$ cat src/rtl/game_pkg.sv
// game_pkg: shared game constants, FSM state/result encodings and scoring helpers.
package game_pkg;
  localparam int SCORE_W = 6;
  localparam int N_SENSORS = 3;
  typedef enum logic [1:0] {IDLE = 2'b00, RUN = 2'b01, DONE = 2'b10} state_t;
  typedef enum logic [1:0] {WIN_NONE = 2'b00, WIN_P1 = 2'b01, WIN_P2 = 2'b10, WIN_TIE = 2'b11} winner_t;
  localparam logic [1:0] PTS_B0 = 2'd1;
  localparam logic [1:0] PTS_B1 = 2'd2;
  localparam logic [1:0] PTS_B2 = 2'd3;
  // Only the most valuable sensor counts when several fire together.
  function automatic logic [1:0] points(input logic [N_SENSORS-1:0] ev);
    return ev[2] ? PTS_B2 : ev[1] ? PTS_B1 : ev[0] ? PTS_B0 : 2'd0;
  endfunction
  function automatic logic [SCORE_W-1:0] sat_add(input logic [SCORE_W-1:0] s, input logic [1:0] p,
                                                  input logic [SCORE_W:0] max);
    logic [SCORE_W:0] sum;
    sum = {1'b0, s} + {{(SCORE_W-1){1'b0}}, p};
    return (sum > max) ? max[SCORE_W-1:0] : sum[SCORE_W-1:0];
  endfunction
endpackage

$ cat src/rtl/ir_debounce.sv
// ir_debounce: 2-flop synchronizer, consecutive-cycle debouncer and rising-edge pulse for one sensor bit.
module ir_debounce #(
  parameter int DEBOUNCE_CYCLES = 1000000
) (
  input  logic clk,
  input  logic reset_n,
  input  logic raw,
  output logic rise
);
  localparam int CW = (DEBOUNCE_CYCLES < 2) ? 1 : $clog2(DEBOUNCE_CYCLES + 1);
  logic meta_q, sync_q, db_q, db_d, prev_q, diff, done;
  logic [CW-1:0] cnt_q, cnt_d;
  always_comb begin
    diff = sync_q ^ db_q;
    done = cnt_q == CW'(DEBOUNCE_CYCLES - 1);
    db_d = (diff && done) ? sync_q : db_q;
    cnt_d = (!diff || done) ? '0 : cnt_q + CW'(1);
  end
  always_ff @(posedge clk or negedge reset_n) begin
    if (!reset_n) begin
      meta_q <= 1'b0;
      sync_q <= 1'b0;
      db_q <= 1'b0;
      prev_q <= 1'b0;
      cnt_q <= '0;
    end else begin
      meta_q <= raw;
      sync_q <= meta_q;
      db_q <= db_d;
      prev_q <= db_q;
      cnt_q <= cnt_d;
    end
  end
  assign rise = db_q & ~prev_q;
endmodule

$ cat src/rtl/score_keeper.sv
// score_keeper: two-player IR hit scoring with debounce, per-player lockout, saturation and game FSM.
module score_keeper
  import game_pkg::*;
#(
  parameter int DEBOUNCE_CYCLES = 1000000,
  parameter int LOCKOUT_CYCLES = 50000000,
  parameter int MAX_SCORE = 63
) (
  input  logic                      clk,
  input  logic                      reset_n,
  input  logic                      start,
  input  logic                      clock_stopped,
  input  logic [N_SENSORS-1:0]      ir_sensor_p1,
  input  logic [N_SENSORS-1:0]      ir_sensor_p2,
  output logic [SCORE_W-1:0]        score_p1,
  output logic [SCORE_W-1:0]        score_p2,
  output logic                      hit_p1,
  output logic                      hit_p2,
  output logic [1:0]                winner,
  output logic [1:0]                state
);
  localparam int LW = (LOCKOUT_CYCLES < 2) ? 1 : $clog2(LOCKOUT_CYCLES + 1);
  localparam logic [SCORE_W:0] MAX7 = (SCORE_W + 1)'(MAX_SCORE);
  localparam logic [LW-1:0] LOCK = LW'(LOCKOUT_CYCLES);
  state_t state_q, state_d;
  logic [SCORE_W-1:0] score1_q, score1_d, score2_q, score2_d;
  logic [LW-1:0] lock1_q, lock1_d, lock2_q, lock2_d;
  logic hit1_q, hit1_d, hit2_q, hit2_d, can1, can2, open;
  logic [2*N_SENSORS-1:0] raw, ev;
  assign raw = {ir_sensor_p2, ir_sensor_p1};
  for (genvar g = 0; g < 2 * N_SENSORS; g++) begin : g_db
    ir_debounce #(.DEBOUNCE_CYCLES(DEBOUNCE_CYCLES)) u_db (
      .clk(clk), .reset_n(reset_n), .raw(raw[g]), .rise(ev[g])
    );
  end
  always_comb begin
    state_d = start ? RUN : (state_q == RUN && clock_stopped) ? DONE : state_q;
    // A start pulse clears the game, so no hit may land in that same cycle.
    open = state_q == RUN && !start && !clock_stopped;
    can1 = open && lock1_q == '0 && |ev[N_SENSORS-1:0];
    can2 = open && lock2_q == '0 && |ev[2*N_SENSORS-1:N_SENSORS];
    score1_d = start ? '0 : can1 ? sat_add(score1_q, points(ev[N_SENSORS-1:0]), MAX7) : score1_q;
    score2_d = start ? '0 : can2 ? sat_add(score2_q, points(ev[2*N_SENSORS-1:N_SENSORS]), MAX7) : score2_q;
    lock1_d = start ? '0 : can1 ? LOCK : (lock1_q != '0) ? lock1_q - LW'(1) : '0;
    lock2_d = start ? '0 : can2 ? LOCK : (lock2_q != '0) ? lock2_q - LW'(1) : '0;
    hit1_d = can1;
    hit2_d = can2;
  end
  always_ff @(posedge clk or negedge reset_n) begin
    if (!reset_n) begin
      state_q <= IDLE;
      score1_q <= '0;
      score2_q <= '0;
      lock1_q <= '0;
      lock2_q <= '0;
      hit1_q <= 1'b0;
      hit2_q <= 1'b0;
    end else begin
      state_q <= state_d;
      score1_q <= score1_d;
      score2_q <= score2_d;
      lock1_q <= lock1_d;
      lock2_q <= lock2_d;
      hit1_q <= hit1_d;
      hit2_q <= hit2_d;
    end
  end
  assign winner = (state_q != DONE) ? WIN_NONE : (score1_q > score2_q) ? WIN_P1 :
                  (score2_q > score1_q) ? WIN_P2 : WIN_TIE;
  assign state = state_q;
  assign score_p1 = score1_q;
  assign score_p2 = score2_q;
  assign hit_p1 = hit1_q;
  assign hit_p2 = hit2_q;
endmodule
$ cat config.mk
export PLATFORM = sky130hd
export DESIGN_NAME = score_keeper
export DESIGN_NICKNAME = d
export VERILOG_FILES = /design/src/rtl/game_pkg.sv /design/src/rtl/ir_debounce.sv /design/src/rtl/score_keeper.sv
export SDC_FILE = /design/constraint.sdc
export NUM_CORES = 1
export LEC_CHECK = 0
export ABC_AREA = 1
export CORE_MARGIN = 8
export CORE_UTILIZATION = 68
export CTS_BUF_LIST = sky130_fd_sc_hd__clkbuf_8 sky130_fd_sc_hd__clkbuf_16
export DETAILED_ROUTE_END_ITERATION = 12
export PLACE_DENSITY = 0.86
export SYNTH_ARGS = -nofsm -noshare
export SYNTH_HDL_FRONTEND = slang
export SYNTH_HIERARCHICAL = 1
export SYNTH_SLANG_ARGS = --single-unit
$ cat constraint.sdc
create_clock -name clk -period 4.7 [get_ports clk]
set_input_delay 0.47 -clock clk [delete_from_list [all_inputs] [get_ports clk]]
set_output_delay 0.47 -clock clk [all_outputs]
set_load 0.05 [all_outputs]
==> results of run 1 <==
state kept, by name (all words and copies together), names as in the netlist, 2 cells and up:
| signal | flops |
|---|---|
| g_db.u_db/cnt_q | 120 |
| g_db.u_db/sync_q | 6 |
| g_db.u_db/prev_q | 6 |
| state | 2 |
| lock2_q | 26 |
| score_p1 | 6 |
| score_p2 | 6 |
| g_db.u_db/db_q | 6 |
| g_db.u_db/meta_q | 6 |
| lock1_q | 26 |
cell usage in the layout, fill, tap and decap left out, types with 13 or more instances in the layout:
| master | n |
|---|---|
| dfrtp_1 | 212 |
| xor2_1 | 37 |
| nand4_1 | 38 |
| xnor2_1 | 35 |
| nor2_2 | 23 |
| o21ai_0 | 40 |
| nand3_1 | 142 |
| nor2_1 | 402 |
| clkbuf_16 | 23 |
| nand2_2 | 13 |
| ha_1 | 20 |
| clkdlybuf4s50_1 | 26 |
| inv_1 | 205 |
| nand2_1 | 414 |
metrics by stage:
stage	instance area (um^2)	instances	worst slack (ns)	power (uW)	hold slack, ns
final	13200	1938	1.54	3600	0.0684
after global routing	13200	1938	1.36	3720	0.174
after CTS	13200	1938	1.55	3640	0.142
after detailed placement	12500	1899	2.09	2010	0.336
after global placement	12500	1899	2.14	2010	0.333
after floorplan	12100	1658	2.03	1950	0.174
kinds of logic (layout without fill, tap and decap cells):
| group | count (synthesis) | in the layout | synth area share [%] |
|---|---|---|---|
| AND/OR/NAND/NOR | 1069 | 1069 | 37.9 |
| buffers and inverters | 220 | 275 | 7.51 |
| flip-flops | 212 | 212 | 44.0 |
| XOR/XNOR | 72 | 72 | 5.23 |
| AO/OA/AOI/OAI | 63 | 63 | 2.95 |
| adder cells (fa/ha/maj) | 22 | 22 | 2.41 |
worst max-delay path: stages (launching register included):
cell             delay [ns]
dfrtp_1                0.42
inv_1                  0.08
ha_1                   0.30
nand2_1                0.07
nor2_1                 0.15
o21ai_0                0.16
a21oi_1                0.18
clkdlybuf4s50_1        0.82
power by group:
part           switching (uW)  total [uW]  internal [uW]
clock                     706        1630            919
combinational            87.0         118           30.7
sequential               17.0        1860           1840
cell type report:
cell class / instances / area (um^2)
clock buffers: 25 / 603
fillers: 1275 / 4100
clock inverters: 14 / 76.3
flip-flops and latches: 212 / 5310
repair buffers: 28 / 295
multi-input cells: 1226 / 5850
inverters: 208 / 781
well taps: 225 / 282
worst max path at each step:
stage | end | from | cells after the start | slack [ns]
after floorplan | winner[1] | score_p2[1] | 7 | 2.03
after global placement | winner[1] | score_p2[1] | 8 | 2.14
after detailed placement | winner[1] | score_p2[1] | 8 | 2.09
after CTS | winner[1] | score_p2[1] | 8 | 1.55
after global routing | winner[0] | score_p2[5] | 7 | 1.36
final | winner[0] | score_p2[5] | 7 | 1.54
cells in the mapped netlist (8+ instances only):
| master | n | area, um^2 |
|---|---|---|
| nand2_1 | 414 | 1550 |
| nor2_1 | 402 | 1510 |
| dfrtp_1 | 212 | 5310 |
| inv_1 | 200 | 751 |
| nand3_1 | 142 | 711 |
| o21ai_0 | 40 | 200 |
| nand4_1 | 38 | 238 |
| xor2_1 | 37 | 324 |
| xnor2_1 | 35 | 307 |
| nor2_2 | 23 | 144 |
| ha_1 | 20 | 250 |
| nand2_2 | 13 | 81.3 |
| a21oi_1 | 10 | 50.1 |
| buf_6 | 10 | 113 |
| nand3_2 | 10 | 100 |
| nor2_4 | 9 | 101 |
| o21bai_1 | 9 | 67.6 |
| inv_2 | 8 | 30.0 |
layer usage:
layer	up-vias	global-route usage, %
li1	5221	-
met1	4952	30.4
met2	281	39.4
met3	48	3.34
met4	0	6.76
met5	-	0
==> flow_summary.toml, run 1 <==
[detailed_routing]
drtAntennaViolNets = 0
met3_length_um = 1370
met1Wirelength_um = 11500
wl_per_cell_um = 13.3
vias = 10500
firstDrtPassIters = 5
drc_errors = 0
top_layer_used = "met4"
drt_iter0_drc = 717
via_per_inst = 5.42
dr_wl_met2_um = 12200
routed_wl_um = 25700

[floorplan]
die-area_um2 = 22300
start_util_pct = 69.8
die_h_um = 149
std_cell_rows = 48
die_w_um = 149
core-area_um2 = 17300
ios = 28

[pwr]
ir_worst_vdd_mv = 0.305
power_density_nw_per_um2 = 273
p_leak_uw = 0.00678

[synthesis]
synth_warnings = 6
netlist_area_um2 = 12100
synth-seq-cells = 212
synth_area_per_cell_um2 = 7.28
syn_nets = 1690
yosysUniqueCellTypes = 30
synth_edf_count = 0
ys.flop_type = "dfrtp_1"
netlist_instances = 1658
seq_area_frac_synth_pct = 44.0
synthArstFlopShare_pct = 100

[clock_tree]
clk_pin_slew_ns = 0.06
ctsHoldBuffers = 0
ctsResizeCount = 0
cts_tree = "yes"
cts-root-buf = "clkbuf_16"
cts.sink_count = 212
numCtsBuffers = 22
htree_levels = 1
clk_latency_ns = 0.50
post_cts.repair.setup_buffers = 0
clockBufferDepth = 3

[global_routing]
grt_pass1_vias = 9943
grt_usage_pct = 23.2
grt_overflow = 0
antenna_found_initial = 0
grt_pass1_wl_um = 44100
grt_max_degree = 139

[timing]
fmax_mhz = 317
drv_slew = 0
finalCriticalPeriod_ns = 3.16
fin_skew_ns = 0.00556
setup_viol = 0
fin_crit_sh_pct = 67.2
fin_tns_setup_ns = 0
rsz0062_at_grt = "no"
slew_headroom_pct = 32.6
hold_viol_final = 0
worst_pin_slew_ns = 1.01

[placed_design]
place_congestion = 0.893
io_buffer_count = 27
dp_hpwl_um = 17700

[cells_and_area]
area_growth_pct = 9.37
drive_gt1_share_pct = 6.25
fin_nets = 1730
post-route-util_pct = 76.3
diodes = 0

[job]
max_cap_viol_count = 0

[worst_setup_path]
r2r_slack_ns = 2.38
start_kind = "register"
reg2reg_from = "g_db[3].u_db/db_q"
critPathKind = "register to output port"
worst_setup_path_end_kind = "output port"
path_max_fanout = 5
critPathArrivalTime_ns = 2.69
reg2reg_to = "score_p2[0]"
critPathRequiredTime_ns = 4.23
r2r_cells = 12

[outcome]
status = "complete, no violations"

[hold_path]
hp-class = "primary input to asynchronous set/reset pin"
(Power assumes the default switching activity.)
==> inputs of run 2 (changes only) <==
--- a/config.mk
+++ b/config.mk
@@ -7,10 +7,10 @@
 export LEC_CHECK = 0
 export ABC_AREA = 1
 export CORE_MARGIN = 8
-export CORE_UTILIZATION = 68
+export CORE_UTILIZATION = 57
 export CTS_BUF_LIST = sky130_fd_sc_hd__clkbuf_8 sky130_fd_sc_hd__clkbuf_16
 export DETAILED_ROUTE_END_ITERATION = 12
-export PLACE_DENSITY = 0.86
+export PLACE_DENSITY = 0.77
 export SYNTH_ARGS = -nofsm -noshare
 export SYNTH_HDL_FRONTEND = slang
 export SYNTH_HIERARCHICAL = 1
==> constraint.sdc (replaced) <==
create_clock -name clk -period 2.6 [get_ports clk]
set_input_delay 0.26 -clock clk [delete_from_list [all_inputs] [get_ports clk]]
set_output_delay 0.26 -clock clk [all_outputs]
set_load 0.05 [all_outputs]
==> run 2 against run 1 <==
  * Sequential cell count is the same
  * Wire length decreased by 3.0%
  * First-iteration DRC count fell by 13%
  * Critical endpoint unchanged
  * Core utilization is 12 points lower
  * Critical path depth stayed put
  * Die area increased by 17%
  * Register-to-register slack got worse by 1.9 ns
==> flow_summary.toml, run 2 (same netlist as run 1, synthesis figures left out) <==
[worst_setup_path]
critPathArrivalTime_ns = 2.09
critPathLaunch = "score_p2[5]"
cpMaxStageDelayCell = "dfrtp_1"
path_cells = "inv_1 -> ha_1 -> nand2_1 -> nor2_1 -> o21ai_0 -> a21oi_1 -> buf_4"
critPathKind = "register to output port"
cpPeakStageDelay_ns = 0.42
reg2reg_from = "g_db[0].u_db/db_q"
worst_setup_path_end_kind = "output port"
critPathRequiredTime_ns = 2.34
start_kind = "register"
path_max_fanout = 5

[detailed_routing]
wl_per_cell_um = 12.5
vias = 10300
drtAntennaViolNets = 0
firstDrtPassIters = 6
routed_wl_um = 24900
via_per_inst = 5.13
drc_errors = 0
drt_iter0_drc = 627

[global_routing]
grt_usage_pct = 19.8
grt_pass1_wl_um = 44600
grt_overflow = 0
grt_max_degree = 87
antenna_found_initial = 0
grt_pass1_vias = 9874

[floorplan]
die_h_um = 161
die-area_um2 = 26100
std_cell_rows = 53
die_w_um = 161
start_util_pct = 57.8
ios = 28
core-area_um2 = 20900

[timing]
fin_crit_sh_pct = 90.5
fin_tns_setup_ns = 0
finalWorstSetupSlack_ns = 0.246
setup_viol = 0
rsz0062_at_grt = "no"
slew_headroom_pct = 57.0
fmax_mhz = 425
drv_slew = 0
fin_skew_ns = 0.0164
worst_pin_slew_ns = 0.645
finalCriticalPeriod_ns = 2.35
hold_viol_final = 0

[clock_tree]
cts.sink_count = 212
cts-root-buf = "clkbuf_16"
clk_latency_ns = 0.52
clockBufferDepth = 3
cts_tree = "yes"
numCtsBuffers = 23
clk_pin_slew_ns = 0.06
ctsHoldBuffers = 1
ctsResizeCount = 0
post_cts.repair.setup_buffers = 0
htree_levels = 1

[placed_design]
place_congestion = 0.894
place_area_um2 = 12600
dp_hpwl_um = 18100
place_inst = 1955
pre_cts_slack_ns = 0.550
io_buffer_count = 27

[pwr]
ir_worst_vdd_mv = 0.776
power_density_nw_per_um2 = 514
p_leak_uw = 0.00686

[job]
max_cap_viol_count = 0

[cells_and_area]
final_area_um2 = 13400
area_growth_pct = 11.1
top_register = "g_db.u_db/cnt_q"
largest_register_ffs = 120
post-route-util_pct = 64.2
layout.cells.non_filler = 1998
layout_common_cells = "nand2_1 (414), nor2_1 (402), dfrtp_1 (212)"
mostFrequentLayoutCell = "nand2_1"
largestRegisters = "g_db.u_db/cnt_q: 120 flops, lock1_q: 26 flops, lock2_q: 26 flops"
drive_gt1_share_pct = 6.91
fin_nets = 1738
diodes = 0

[outcome]
status = "complete, no violations"

[hold_path]
hp-class = "primary input to register"
hold_start = "ir_sensor_p1[1]"
## run 2: final cells by class
| type | count | area, um^2 |
|---|---|---|
| Inverter | 208 | 781 |
| Clock buffer | 26 | 617 |
| Multi-Input combinational cell | 1226 | 5850 |
| Clock inverter | 16 | 156 |
| Fill cell | 1835 | 7490 |
| Tap cell | 275 | 344 |
| Timing Repair Buffer | 35 | 345 |
| Sequential cell | 212 | 5310 |
## run 2: metrics by stage
| step | total power (uW) | hold WS (ns) |
|---|---|---|
| after global placement | 3650 | 0.304 |
| final | 6890 | 0.181 |
| after CTS | 6970 | 0.162 |
| after detailed placement | 3650 | 0.308 |
| after floorplan | 3530 | -0.0356 |
| after global routing | 7150 | 0.168 |
## run 2: worst paths after layout
| path | endpoint | slack, ns | cells after the start |
|---|---|---|---|
| min | g_db[1].u_db/meta_q | 0.18 | 1 |
| min reg2reg | g_db[1].u_db/sync_q | 0.35 | 0 |
| max reg2reg | score_p1[3] | 0.48 | 14 |
| max | winner[0] | 0.25 | 7 |
| max in group asynchronous | g_db[4].u_db/meta_q | 1.42 | 3 |
| min in group asynchronous | lock1_q[9] | 0.33 | 2 |
## run 2: per-layer routing
metal / vias up / global-route usage (%) / wire [um]
li1: 5239 / - / -
met1: 4787 / 26.3 / 11700
met2: 183 / 33.1 / 11600
met3: 42 / 2.88 / 1110
met4: 0 / 6.02 / 569
met5: - / 0 / 0
## run 2: where the power goes
part | switching (uW) | internal, uW | total, uW
sequential | 32.8 | 3330 | 3370
clock | 1310 | 2000 | 3310
combinational | 160 | 60.6 | 220
total | 1500 | 5390 | 6890
## run 2: worst max-delay path: cells and delay by family (launching register included)
family                   cells  cell delay [ns]
flip-flops                   1             0.42
AO/OA/AOI/OAI                2             0.33
buffers and inverters        2             0.31
adder cells (fa/ha/maj)      1             0.31
AND/OR/NAND/NOR              2             0.21
==> inputs of run 3 (changes only) <==
--- a/config.mk
+++ b/config.mk
@@ -9,8 +9,10 @@
 export CORE_MARGIN = 8
 export CORE_UTILIZATION = 57
 export CTS_BUF_LIST = sky130_fd_sc_hd__clkbuf_8 sky130_fd_sc_hd__clkbuf_16
+export CTS_CLUSTER_SIZE = 40
 export DETAILED_ROUTE_END_ITERATION = 12
 export PLACE_DENSITY = 0.77
+export SKIP_CTS_REPAIR_TIMING = 1
 export SYNTH_ARGS = -nofsm -noshare
 export SYNTH_HDL_FRONTEND = slang
 export SYNTH_HIERARCHICAL = 1
==> results of run 3 <==
No change in the layout: final DEF, timing and power equal those of run 2.
Among the figures that moved: via count of the first global-routing pass 9874 -> 9871
==> variant 1: new RTL, flow settings as in run 2 <==
Set the package constant `SCORE_W` to 12 (it was 6).
--- a/src/rtl/game_pkg.sv
+++ b/src/rtl/game_pkg.sv
@@ -1,5 +1,5 @@
 // game_pkg: shared game constants, FSM state/result encodings and scoring helpers.
 package game_pkg;
-  localparam int SCORE_W = 6;
+  localparam int SCORE_W = 12;
   localparam int N_SENSORS = 3;
   typedef enum logic [1:0] {IDLE = 2'b00, RUN = 2'b01, DONE = 2'b10} state_t;
Ports: changed (resized score_p1 and score_p2); port bits go from 28 to 40. The function was not compared with the original's and may differ.
==> variant 1 against run 2 <==
- cell area up 7.5%
- die area up 5.1%
- total power up 7.0%
- wire length up 9.1%
- setup slack worse by 120 ps
- sequential share of layout area down 0.65 points
- synthesized area up 5.6%
- non-clock buffer count up 17
- synthesized cell count up 3.0%
- sequential cell count up 12
- critical endpoint is now winner[1]
- largest cell class unchanged
- largest power group is now clock
- highest routed layer unchanged
==> variant 1: results (changes against run 2) <==
----------------------------------------------------
[Power]
  Worst IR Drop VDD ... 0.000368 V (-53%)
  Static leakage ... 7.30 nW (+6.4%)

[Place]
  Count of port buffers added during placement ... 39 (+44%)
  Gp weighted congestion ... 0.903 (+1.1%)
  DPL Wire Length ... 19.5 mm (+7.7%)
  Post-place setup slack ... 79.4 ps (-471 ps)
  Post-placement cell area ... 0.0135 mm^2 (+6.8%)

[Synthesis]
  Number of nets in the synthesized netlist ... 1,743 (+3.1%)
  Post-synthesis sequential area ratio ... 44.0% (about the same)
  Top area cells in the synthesized netlist ... sky130_fd_sc_hd__dfrtp_1 44%, sky130_fd_sc_hd__nand2_1 12%, sky130_fd_sc_hd__nor2_1 12%, sky130_fd_sc_hd__inv_1 5.9%, sky130_fd_sc_hd__nand3_1 5.3%
  Post-synthesis cell type count ... 39 (+30%)
  Most frequent cells after synthesis ... 418 x sky130_fd_sc_hd__nand2_1, 399 x sky130_fd_sc_hd__nor2_1, 224 x sky130_fd_sc_hd__dfrtp_1, 199 x sky130_fd_sc_hd__inv_1, 136 x sky130_fd_sc_hd__nand3_1
  Share of the synthesized area in the top cell type ... 44.0% (about the same)

[Finish]
  Final layout net count ... 1,809 (+4.1%)
  Ratio of cells with drive above 1 in the final layout ... 8.54% (+1.6 points)

[STA]
  Final clock skew ... 13.3 ps (-3.08 ps)
  Relative slew slack ... 62.7% (+5.8 points)
  Maximum achievable frequency ... 405 MHz (-4.8%)

[Routing]
  1st-pass router iterations ... 5 (-1)
  Total vias in the final route ... 10,800 (+5.0%)
  Final routed wire length divided by cell count ... 13.1 um (+5.2%)

[GRT]
  Vias in the first global route ... 10,300 (+4.2%)
  Global-route wire length before repair ... 46.6 mm (+4.3%)
  Pin count of the biggest net entering global routing ... 70 (-20%)
  Global-route usage over all layers ... 20.1% (+0.23 points)

[Clock tree]
  CTS Buf Count ... 25 (+8.7%)
  Clock slew seen by the registers of the worst setup and hold paths ... 60 ps (about the same)

[Worst setup path]
  Longest individual stage delay on the worst path ... 440 ps (+20 ps)
  Max stage delay cell, worst path ... sky130_fd_sc_hd__dfrtp_2
  Critical register-to-register path startpoint ... g_db[5].u_db/db_q$_DFFE_PN0P_
  Family of cells with the greatest summed delay on the critical path ... compound AO/OA/AOI/OAI gates
  Endpoint of the worst-slack reg-to-reg timing path ... score_p2[3]$_DFFE_PN0P_
  Register-to-register setup slack ... 160 ps (-320 ps)

[Outcome]
  Outcome ... finished clean

[Min path]
  Startpoint of the most critical hold path ... ir_sensor_p1[2]
  Endpoint of the worst hold path ... g_db[2].u_db/meta_q$_DFF_PN0_
  Type of the worst min-delay path ... input port to flop

----------------------------------------------------
variant 1: changes by cell type in the layout (fill, tap and decap cells not counted), moves of 5 or more:
cell | before | now
sky130_fd_sc_hd__clkinv_2 | 7 | 2
sky130_fd_sc_hd__dfrtp_1 | 212 | 222
sky130_fd_sc_hd__o21ai_2 | 1 | 16
sky130_fd_sc_hd__clkdlybuf4s50_1 | 24 | 36
sky130_fd_sc_hd__nor2_4 | 9 | 15
sky130_fd_sc_hd__nor2_1 | 402 | 393
sky130_fd_sc_hd__xor2_1 | 37 | 56
sky130_fd_sc_hd__o21ai_0 | 40 | 30
sky130_fd_sc_hd__nand3_1 | 142 | 135
variant 1: area by class of cell:
cell class	instances	area, um^2
timing repair buffer	52	528
clock inverter	13	130
fill	1873	7490
inverter	208	781
tap	280	350
sequential	224	5610
multi-input combinational	1262	6290
clock buffer	32	722
variant 1: layer usage:
layer / wire (um) / track usage (%) / up-vias
li1: - / - / 5469
met1: 12500 / 26.7 / 5054
met2: 13000 / 34.1 / 199
met3: 1240 / 2.60 / 46
met4: 472 / 5.03 / 0
met5: 0 / 0 / -
variant 1: metrics by stage:
stage / TNS, ps / instances / util [%] / total power [mW]
CTS: 0 / 2069 / 65.5 / 7.48
finish: 0 / 2071 / 65.8 / 7.38
floorplan: 0 / 1707 / - / 3.72
global route: -125 / 2071 / 65.8 / 7.65
detailed placement: 0 / 2023 / 61.5 / 3.85
global placement: 0 / 2023 / 61.5 / 3.84
variant 1: worst max-delay path by stage:
stage,from,to,depth (start not counted)
after floorplan,score_p2[7]$_DFFE_PN0P_,winner[0],6
after global placement,g_db[5].u_db/db_q$_DFFE_PN0P_,score_p2[0]$_DFFE_PN0P_,16
after detailed placement,g_db[5].u_db/db_q$_DFFE_PN0P_,score_p2[3]$_DFFE_PN0P_,16
after CTS,score_p2[11]$_DFFE_PN0P_,winner[1],10
after global routing,g_db[5].u_db/db_q$_DFFE_PN0P_,score_p2[5]$_DFFE_PN0P_,16
final,score_p2[9]$_DFFE_PN0P_,winner[1],8
variant 1: report_power, final:
group	internal [mW]	switching, mW	total (mW)
Combinational	0.0636	0.165	0.228
Sequential	3.52	0.0333	3.55
Clock	2.23	1.36	3.59
variant 1: kinds of logic after synthesis:
group                    after synthesis  synth area share (%)
flip-flops                           224                  44.0
XOR/XNOR                              91                  6.25
AO/OA/AOI/OAI                         76                  3.73
AND/OR/NAND/NOR                     1069                  36.2
buffers and inverters                221                  7.13
adder cells (fa/ha/maj)               26                  2.67
variant 1: timing repair:
action	4_1_cts	5_1_grt
buffers inserted	0	2
hold buffers	1	0
hold endpoints to repair	64	0
endpoints found under the setup margin	0	14
gates resized for setup	0	16
==> variant 2: new RTL, config.mk and constraints of run 2 <==
Without the edit above. Register the output `winner`, cleared by the reset; this adds one clock of latency there. The other outputs are not delayed to match.
--- a/src/rtl/score_keeper.sv
+++ b/src/rtl/score_keeper.sv
@@ -66,6 +66,11 @@
     end
   end
-  assign winner = (state_q != DONE) ? WIN_NONE : (score1_q > score2_q) ? WIN_P1 :
-                  (score2_q > score1_q) ? WIN_P2 : WIN_TIE;
+  always_ff @(posedge clk or negedge reset_n) begin
+    if (!reset_n) begin
+      winner <= '0;
+    end else begin
+      winner <= (state_q != DONE) ? WIN_NONE : (score1_q > score2_q) ? WIN_P1 : (score2_q > score1_q) ? WIN_P2 : WIN_TIE;
+    end
+  end
   assign state = state_q;
   assign score_p1 = score1_q;
Behaviour: not the same (a bounded check fails within 4 cycles, from zero or initial values and one cycle with reset_n low).
==> variant 2 against run 2 <==
- setup slack better by 160 ps
- total power is 9.9% higher
- cell area rose by 1.7%
- wire length up 3.8%
- sequential cell count up 2
- sequential share of layout area is 0.30 points lower
- synthesized area grew 0.41%
- synthesized cell count grew 0.12%
- critical path type unchanged
- largest power group is now clock
==> variant 2: results (changes against run 2) <==
----------------------------------------------------
[Worst setup path]
  Worst R2R Path Depth ... 11 (-3)
  Max FO, Critical Path ... 7 (+2)
  Critical register-to-register path startpoint ... g_db[5].u_db/db_q$_DFFE_PN0P_
  Register-to-register setup slack ... 440 ps (-40 ps)
  Family of cells with the greatest summed delay on the critical path ... buffers and inverters

[Finish]
  Non-Filler Instances ... 2,003 (+0.25%)
  Footprint of the flip-flops and latches ... 0.00536 mm^2 (+0.94%)
  Layout non-clock buf frac ... 2.66% (+0.085 points)
  Ratio of cells with drive above 1 in the final layout ... 7.18% (+0.27 points)
  Fraction of area in registers ... 39.3% (-0.30 points)
  CLK BUF ... 27 (+3.8%)

[STA]
  Post-route worst hold slack ... 178 ps (-2.53 ps)
  Final clock skew ... 11.3 ps (-5.06 ps)

[GRT]
  Global-route usage over all layers ... 20.3% (+0.43 points)
  Pin count of the biggest net entering global routing ... 70 (-20%)
  Global-route wire length before repair ... 45.8 mm (+2.6%)

[Clock tree]
  CTS Buf Count ... 25 (+8.7%)

[Routing]
  Final Routed Wirelength ... 25.9 mm (+3.8%)
  Number of DRC markers after the initial detailed-route iteration ... 595 (-5.1%)

[Synthesis]
  Compound-Gate Fraction of Synth Area ... 2.93% (-0.012 points)
  Area of the mapped netlist ... 0.0121 mm^2 (+0.41%)

[Power]
  Clock power frac ... 52.2% (+4.2 points)
  Power of the combinational group ... 0.224 mW (+2%)

[Outcome]
  Outcome ... finished clean

[Place]
  Gp weighted congestion ... 0.887 (-0.75%)

----------------------------------------------------
-- variant 2: changes by cell type after synthesis --
cell	change
sky130_fd_sc_hd__dfrtp_1	+2
-- variant 2: how the worst max path moves through the flow --
stage	start	end	slack (ps)	cells after the start
detailed placement	g_db[5].u_db/db_q$_DFFE_PN0P_	score_p2[2]$_DFFE_PN0P_	490	11
finish	score_p1[2]$_DFFE_PN0P_	score_p1[2]	410	1
global placement	g_db[5].u_db/db_q$_DFFE_PN0P_	score_p2[2]$_DFFE_PN0P_	580	11
global route	g_db[0].u_db/db_q$_DFFE_PN0P_	score_p1[2]$_DFFE_PN0P_	150	14
floorplan	score_p2[0]$_DFFE_PN0P_	score_p2[2]$_DFFE_PN0P_	670	8
CTS	score_p1[2]$_DFFE_PN0P_	score_p1[2]	400	1
-- variant 2: per-layer routing --
metal,part of all wire [%],GRT usage [%]
met2,47,33.9
met4,2.3,5.93
met1,47,27.0
met5,0,0
met3,4.3,2.71
